$ cat config.mk
export PLATFORM = sky130hd
export DESIGN_NAME = alu_rs
export DESIGN_NICKNAME = d
export VERILOG_FILES = /design/src/rtl/alu_rs_pkg.sv /design/src/rtl/alu_rs_oldest_sel.sv /design/src/rtl/alu_rs.sv
export SDC_FILE = /design/constraint.sdc
export NUM_CORES = 2
export LEC_CHECK = 0
export CORE_MARGIN = 2
export CORE_UTILIZATION = 35
export CTS_CLUSTER_SIZE = 30
export DETAILED_ROUTE_END_ITERATION = 8
export HOLD_SLACK_MARGIN = 0.03
export PLACE_DENSITY_LB_ADDON = 0.2
export SYNTH_ARGS = -nofsm -noshare
export SYNTH_HDL_FRONTEND = slang
export SYNTH_SLANG_ARGS = --single-unit
$ cat constraint.sdc
create_clock -name clk -period 3.6 [get_ports clk]
set_input_delay 0.36 -clock clk [delete_from_list [all_inputs] [get_ports clk]]
set_output_delay 0.36 -clock clk [all_outputs]
set_load 0.05 [all_outputs]
$ cat src/rtl/alu_rs_pkg.sv
// Shared types for the ALU reservation station: renamed micro-op packet,
// station slot layout and default sizing.
package alu_rs_pkg;

    localparam int unsigned P_WIDTH      = 6;
    localparam int unsigned ROB_WIDTH    = 5;
    localparam int unsigned ALU_RS_DEPTH = 8;

    typedef enum logic [3:0] {
        ALU_ADD,
        ALU_SUB,
        ALU_SLL,
        ALU_SLT,
        ALU_SLTU,
        ALU_XOR,
        ALU_SRL,
        ALU_SRA,
        ALU_OR,
        ALU_AND
    } alu_op_t;

    typedef struct packed {
        alu_op_t                aluop;
        logic                   rs1_use;
        logic                   rs2_use;
        logic [P_WIDTH-1:0]     rs1_paddr;
        logic [P_WIDTH-1:0]     rs2_paddr;
        logic [P_WIDTH-1:0]     pd_paddr;
        logic [ROB_WIDTH-1:0]   rob_idx;
        logic [31:0]            imm;
    } RS_t;

    typedef struct packed {
        logic vld;
        logic r1;
        logic r2;
        RS_t  uop;
    } alu_rs_slot_t;

endpackage

$ cat src/rtl/alu_rs_oldest_sel.sv
// Fixed-priority encoder: grants the lowest-index request, which in an
// age-ordered station is the oldest ready entry.
module rs_oldest_sel #(
    parameter int unsigned DEPTH = 8
) (
    input  logic [DEPTH-1:0]         req,
    output logic                     gnt_valid,
    output logic [$clog2(DEPTH)-1:0] gnt_idx
);

    localparam int unsigned IW = $clog2(DEPTH);

    always_comb begin
        gnt_valid = 1'b0;
        gnt_idx   = '0;
        for (int unsigned i = 0; i < DEPTH; i++) begin
            if (req[i] && !gnt_valid) begin
                gnt_valid = 1'b1;
                gnt_idx   = IW'(i);
            end
        end
    end

endmodule

$ cat src/rtl/alu_rs.sv
// ALU reservation station: compacting age-ordered queue with CDB wakeup,
// same-cycle dispatch bypass and oldest-ready issue.
module alu_rs
    import alu_rs_pkg::*;
#(
    parameter int unsigned DEPTH   = ALU_RS_DEPTH,
    parameter int unsigned N_CDB   = 2,
    parameter int unsigned P_WIDTH = alu_rs_pkg::P_WIDTH
) (
    input  logic                            clk,
    input  logic                            rst,
    input  logic                            flush,
    input  logic                            dispatch_valid,
    input  RS_t                             dispatch_entry,
    input  logic                            dispatch_rs1_ready,
    input  logic                            dispatch_rs2_ready,
    output logic                            dispatch_ready,
    input  logic [N_CDB-1:0]                cdb_valid,
    input  logic [N_CDB-1:0][P_WIDTH-1:0]   cdb_paddr,
    output logic                            issue_valid,
    output RS_t                             issue_entry,
    output logic [$clog2(DEPTH+1)-1:0]      count
);

    localparam int unsigned CW = $clog2(DEPTH+1);
    localparam int unsigned IW = $clog2(DEPTH);

    alu_rs_slot_t   slot_q  [DEPTH];
    alu_rs_slot_t   woke    [DEPTH];
    alu_rs_slot_t   shifted [DEPTH];
    alu_rs_slot_t   slot_d  [DEPTH];
    alu_rs_slot_t   new_slot;
    logic [CW-1:0]  count_q;
    logic [DEPTH-1:0] req;
    logic [IW-1:0]  issue_idx;
    logic           accept;
    int unsigned    app_idx;

    // Select looks only at registered ready bits, keeping CDB off the issue path.
    always_comb begin
        req = '0;
        for (int unsigned i = 0; i < DEPTH; i++) begin
            req[i] = slot_q[i].vld & slot_q[i].r1 & slot_q[i].r2;
        end
    end

    rs_oldest_sel #(
        .DEPTH (DEPTH)
    ) u_sel (
        .req       (req),
        .gnt_valid (issue_valid),
        .gnt_idx   (issue_idx)
    );

    assign issue_entry    = issue_valid ? slot_q[issue_idx].uop : '0;
    assign count          = count_q;
    assign dispatch_ready = (count_q < CW'(DEPTH));
    assign accept         = dispatch_valid & dispatch_ready;

    always_comb begin
        for (int unsigned i = 0; i < DEPTH; i++) begin
            woke[i] = slot_q[i];
            for (int unsigned p = 0; p < N_CDB; p++) begin
                if (cdb_valid[p]) begin
                    if (cdb_paddr[p] == P_WIDTH'(slot_q[i].uop.rs1_paddr)) woke[i].r1 = 1'b1;
                    if (cdb_paddr[p] == P_WIDTH'(slot_q[i].uop.rs2_paddr)) woke[i].r2 = 1'b1;
                end
            end
        end

        new_slot     = '0;
        new_slot.vld = 1'b1;
        new_slot.uop = dispatch_entry;
        new_slot.r1  = !dispatch_entry.rs1_use || (dispatch_entry.rs1_paddr == '0) || dispatch_rs1_ready;
        new_slot.r2  = !dispatch_entry.rs2_use || (dispatch_entry.rs2_paddr == '0) || dispatch_rs2_ready;
        for (int unsigned p = 0; p < N_CDB; p++) begin
            if (cdb_valid[p]) begin
                if (cdb_paddr[p] == P_WIDTH'(dispatch_entry.rs1_paddr)) new_slot.r1 = 1'b1;
                if (cdb_paddr[p] == P_WIDTH'(dispatch_entry.rs2_paddr)) new_slot.r2 = 1'b1;
            end
        end
    end

    // Order of effects: wakeup, then removal of the issued slot, then append.
    always_comb begin
        for (int unsigned i = 0; i + 1 < DEPTH; i++) begin
            shifted[i] = woke[i+1];
        end
        shifted[DEPTH-1] = '0;

        app_idx = 32'(count_q) - 32'(issue_valid);
        for (int unsigned i = 0; i < DEPTH; i++) begin
            if (issue_valid && (i >= 32'(issue_idx))) begin
                slot_d[i] = shifted[i];
            end else begin
                slot_d[i] = woke[i];
            end
            if (accept && (i == app_idx)) begin
                slot_d[i] = new_slot;
            end
        end
    end

    always_ff @(posedge clk) begin
        if (rst || flush) begin
            for (int unsigned i = 0; i < DEPTH; i++) begin
                slot_q[i] <= '0;
            end
            count_q <= '0;
        end else begin
            for (int unsigned i = 0; i < DEPTH; i++) begin
                slot_q[i] <= slot_d[i];
            end
            count_q <= count_q + CW'(accept) - CW'(issue_valid);
        end
    end

endmodule

; Yosys cells after proc, flatten, opt, wreduce, memory -nomap -nowiden
; Memory sizes are Yosys's and may differ from the RTL's.
; Cells that the tools add are included.
[totals]
wordCells = 217
n_memories = 1
ram_bits = 512
output_inout_bits = 67
register_bits = 4
[op_classes]
magnitude_cmp = 8
bitwise = 25
n_mux = 97
reduce_logical = 39
addsub = 3
eq_ne = 43
[memory_table]
columns = name, depth, word_bits, rd, rd_clocked_by_memory_dff, write_ports, line_no
row1 = slot_q, 8, 64, 9, 0, 8, alu_rs.sv:28  ; alu_rs_slot_t slot_q [DEPTH];
[ops]
columns = cell, count
row1 = two-way mux 64 bit, 24
row2 = == test 6 bit, 36
row3 = "== test 3 x 32 -> 1 bit, first input constant", 4
row4 = "== test 2 x 32 -> 1 bit, first input constant", 2
row5 = two-way mux 61 bit, 1
row6 = two-way mux 1 bit, 48
row7 = two-way mux 2 bit, 20
row8 = "== test 1 x 32 -> 1 bit, first input constant", 1
row9 = logical NOT 32 bit, 1
row10 = logical AND 1 bit, 22
row11 = AND 1 bit, 17
row12 = logical NOT 6 bit, 2
row13 = two-way mux 3 bit, 4
row14 = ">= comparator 3 bit, first input constant", 3
row15 = logical NOT 1 bit, 9
row16 = OR 1 bit, 8
row17 = ">= comparator 1 x 3 -> 1 bit, first input constant", 2
row18 = ">= comparator 2 x 3 -> 1 bit, first input constant", 2
row19 = logical OR 1 bit, 5
row20 = subtractor 4 x 1 -> 5 bit, 1
row21 = adder 4 x 1 -> 4 bit, 1
row22 = "< comparator 4 bit, second input constant", 1
row23 = subtractor 4 x 1 -> 4 bit, 1

; Depth between registers and ports, before layout
; An unclocked memory read counts as a cell.
[depth]
ltp_word = 30
ltp_mapped = 18

; Hierarchy
; A second synthesis with hierarchy kept.
[unflattened]
cells_unflattened = 3308
hier_area_um2 = 28996.6
[modules_own_cells]
columns = module, cells_each, instances, area_each_um2
row1 = alu_rs, 3294, 1, 28912.7
row2 = rs_oldest_sel, 14, 1, 83.8

; Least setup slack after synthesis
; No wires, ideal clock.
[synth_timing]
path_type = reg2reg
startpoint = mem slot_q[0][61] (netlist bit)
endpoint = mem slot_q[2][15] (netlist bit)
required_ps = 3511
setup_time_ps = 89
synth_period_minus_slack_ps = 4246
t_arrival_ps = 4158
setup_slack_ps = -646
stages_incl_launch_ff = 18
path_cell_list = dfxtp_1 > and3_1 > buf_2 > nor2_4 > nand2_1 > nor2_1 > buf_4 > buf_1 > nand2_1 > ha_1 > ha_1 > xnor2_1 > or3b_1 > or4_1 > buf_2 > buf_6 > buf_6 > a311oi_2
[synth_lines]
columns = element, line_no
row1 = "start, declared", alu_rs.sv:28

==> impl_results.rst <==
.. list-table::
   :header-rows: 1

   * - Metric
     - Value
   * - DR vias/cell
     - around 5.9
   * - Outcome
     - finished, final reports clean
   * - Pin count of the biggest net entering global routing
     - 94
   * - Buffer levels on the longest clock path
     - 3
   * - Number of routed nets with antenna violations
     - 0
   * - CP Data Required Time
     - ~3200 ps
   * - Setup TNS after final layout
     - 0 ps
   * - Slowest stage cell, crit path
     - dfxtp_1
   * - Effective utilization at floorplan
     - 0.354
   * - Slew Limit Headroom
     - 0.289
   * - Post-synthesis cell type count
     - 48
   * - Crit path cell chain
     - and3_2 > buf_16 > a211oi_4 > buf_12 > a22o_1 > a21oi_1 > o221ai_1 > buf_4 > buf_12
   * - Leakage power
     - between 0.01 and 0.015 µW
   * - CTS root buf
     - clkbuf_16
   * - Most frequent standard cell in the layout excluding fill and tap cells
     - nand2_1
   * - Clock power frac
     - 0.481
   * - Worst-case vdd ir drop
     - between 300 and 400 µV
   * - Category of the worst setup path capture point
     - output pin
   * - Clock-pin slew of the registers on the worst-case setup and hold paths
     - approximately 60 ps
   * - Final min period
     - between 3000 and 4000 ps
   * - Syn Inst Count
     - roughly 3500
   * - Dominant register cell in the synthesized netlist
     - dfxtp_1
   * - Min Hold Slack
     - just under 500 ps
   * - Unrepaired setup endpoints after global routing
     - false
   * - Maximum fanout along the worst path
     - 83
   * - Total routing resource utilization after global routing
     - 0.249
   * - Synthesized Nets
     - between 3000 and 4000
   * - Final hold violation count
     - 0
   * - Sinks on Clock Net
     - between 500 and 600
   * - Total number of vias
     - 26900
   * - Count of nets after finishing
     - between 3000 and 4000
   * - Worst setup SP type
     - flip-flop
   * - Cell Rows
     - approximately 100
   * - Worst setup skew after layout
     - ~24 ps
   * - Syn-to-layout area delta
     - 19.0%
   * - TritonCTS clock tree
     - done
   * - Period Utilization, post-route
     - 0.966
   * - PortBufs
     - roughly 150
   * - Part of the power in combinational logic
     - 0.066
   * - Residual overflow from global routing
     - 0
   * - Die Area
     - 83800 µm²
   * - DP Wirelength
     - 62300 µm
   * - DRC violations left
     - 0
   * - Vertical die dimension
     - 290 µm
   * - Switching part of the total
     - 0.249
   * - First-pass GRT wire length
     - around 160000 µm
   * - Maximum clock frequency
     - roughly 0.29 GHz
   * - Sw power
     - 3210 µW
   * - Initial detailed-routing violation count
     - about 2400
   * - Antenna cell count
     - 0
   * - Netlist Area Pre-Place
     - 28500 µm²
   * - YS warnings
     - 0
   * - Crit-path leading delay family
     - buffers and inverters
   * - Async SR Flop Fraction
     - 0
   * - I/O pins
     - 148
   * - Vias in the first global route
     - 26200
   * - Dominant cell type by count on the critical path
     - buf_12
   * - Setup violation total in the final timing report
     - 0
   * - Fraction of layout instances using a drive strength above 1
     - 0.104
   * - Power per unit of standard cell area
     - between 300 and 400 nW/µm²
   * - Number of antenna violations at the first check in global routing
     - 3
   * - Core Region
     - 80700 µm²
   * - Internal portion of total power
     - 9670 µW
   * - Post-synth EDFFs
     - 0
   * - Portion of the post-synthesis area used by sequential elements
     - 0.362
   * - GP Congestion
     - roughly 0.86
   * - Number of filler cells placed in the layout
     - 8052
   * - Count of final max-slew check failures
     - 0
   * - Highest-count cells in the layout ignoring fill and taps
     - 600 x nand2_1, 516 x dfxtp_1, 505 x nor2_1
   * - Portion of total power attributed to sequential cells
     - 0.453
   * - Number of levels the H-tree was split into
     - 2
   * - Register bit total from synthesis
     - between 500 and 600
   * - Type of the tightest min-delay check
     - reg -> reg
   * - Drt pass-1 iters
     - 6
   * - Worst setup path class
     - reg -> out
   * - Data arrival time of the worst path
     - 3120 ps
   * - Number of maximum-capacitance violations
     - 0
   * - Delay of the slowest cell on the worst path
     - roughly 380 ps
   * - DRT Wirelength
     - around 110000 µm
   * - Mean area per synthesized cell
     - slightly above 8 µm²
   * - Per-cell routed wire length
     - roughly 23 µm
   * - PnR Total Power
     - 12900 µW
   * - Clock network latency to the later pin of the worst-skew pair
     - about 630 ps
   * - X dimension of the die
     - around 290 µm
   * - Actual transition at the worst max-transition pin
     - 1070 ps
   * - Inserted Clock Buffers
     - 59
   * - Worst path buffer plus inverter count
     - 4
flip-flops by register name, summed over array words and instances, names as in the netlist:
| signal | cells |
|---|---|
| count | 4 |
| slot_q | 512 |
worst reg2reg max path: cells and delay by family, from the launching register on:
kind	cells	cell delay, ps
buffers and inverters	1	250
XOR/XNOR	1	310
adder cells (fa/ha/maj)	2	420
AO/OA/AOI/OAI	1	60
AND/OR/NAND/NOR	8	1930
flip-flops	1	340
per-layer routing:
| layer | routed length [µm] | track usage | vias up |
|---|---|---|---|
| met4 | 2630 | 0.0738 | 4 |
| met2 | 49400 | 0.408 | 899 |
| met5 | 23 | 0 | - |
| met3 | 6280 | 0.0334 | 159 |
| li1 | - | - | 12600 |
| met1 | 48000 | 0.342 | 13300 |
final timing paths:
kind	depth (start not counted)	to	slack (ps)	from
max	9	issue_entry[53]	120	slot_q[0][63]
min	2	slot_q[0][30]	480	slot_q[0][30]
max reg2reg	13	slot_q[2][22]	150	slot_q[0][63]
min reg2reg	2	slot_q[0][30]	480	slot_q[0][30]
cell usage after synthesis, drive strengths merged (2+ instances only):
cell / number / area share
clkbuf: 300 / 0.040
or2: 3 / 0.00066
o21ai: 16 / 0.0028
nor2: 507 / 0.067
nand4: 36 / 0.0079
and3: 6 / 0.0015
a21o: 2 / 0.00053
nand2b: 5 / 0.0011
xnor2: 109 / 0.033
inv: 9 / 0.0012
a22o: 12 / 0.0037
or3: 21 / 0.0046
dfxtp: 516 / 0.36
mux2i: 261 / 0.092
nand2: 607 / 0.080
nand3: 121 / 0.021
o311ai: 2 / 0.00061
a211oi: 123 / 0.034
o22ai: 14 / 0.0031
and2: 4 / 0.00088
a31oi: 3 / 0.00066
o221ai: 62 / 0.019
xor2: 109 / 0.033
buf: 116 / 0.021
a311oi: 305 / 0.10
a22oi: 123 / 0.032
a221o: 48 / 0.017
ha: 9 / 0.0039
a21oi: 22 / 0.0039
nor4: 37 / 0.0083
or4: 4 / 0.0011
kinds of logic (layout without fill, tap and decap cells):
family | count (synthesis) | count (layout) | synth area share
flip-flops | 516 | 516 | 0.362
AND/OR/NAND/NOR | 1355 | 1355 | 0.195
XOR/XNOR | 218 | 218 | 0.0669
AO/OA/AOI/OAI | 735 | 735 | 0.218
adder cells (fa/ha/maj) | 10 | 10 | 0.00465
buffers and inverters | 425 | 397 | 0.0618
multiplexers | 261 | 261 | 0.0916
power groups by stage:
stage	logic, µW	clock network (µW)	registers (µW)
final	855	6200	5830
after global routing	925	6510	5830
after CTS	850	6280	5830
after detailed placement	847	0	5950
after global placement	844	0	5950
after floorplan	533	0	5940
repair_timing:
action | CTS | global route
setup buffers | 0 | 2
hold buffers | 0 | 0
gates resized for setup | 12 | 12
cloned | 0 | 1
pin swaps | 0 | 2
endpoints found under the setup margin | 61 | 99
final cells by class:
class	instances	area, µm²	share of cell area
Clock inverter	21	226	0.00667
Tap cell	1060	1330	0.0391
Timing Repair Buffer	281	3610	0.106
Multi-Input combinational cell	2579	16700	0.492
Inverter	9	33.8	0.000995
Clock buffer	86	1730	0.0509
Sequential cell	516	10300	0.304
per-stage QoR:
stage / setup WS, ps / cell area [µm²] / std cells / utilization
finish: 123 / 33900 / 4552 / 0.421
global route: 2.87 / 33900 / 4552 / 0.421
CTS: 6.92 / 33800 / 4549 / 0.419
detailed placement: 109 / 31800 / 4442 / 0.394
global placement: 244 / 31800 / 4442 / 0.394
floorplan: 29.8 / 28600 / 3520 / -
Note: power is estimated with default switching activity, not from simulation.
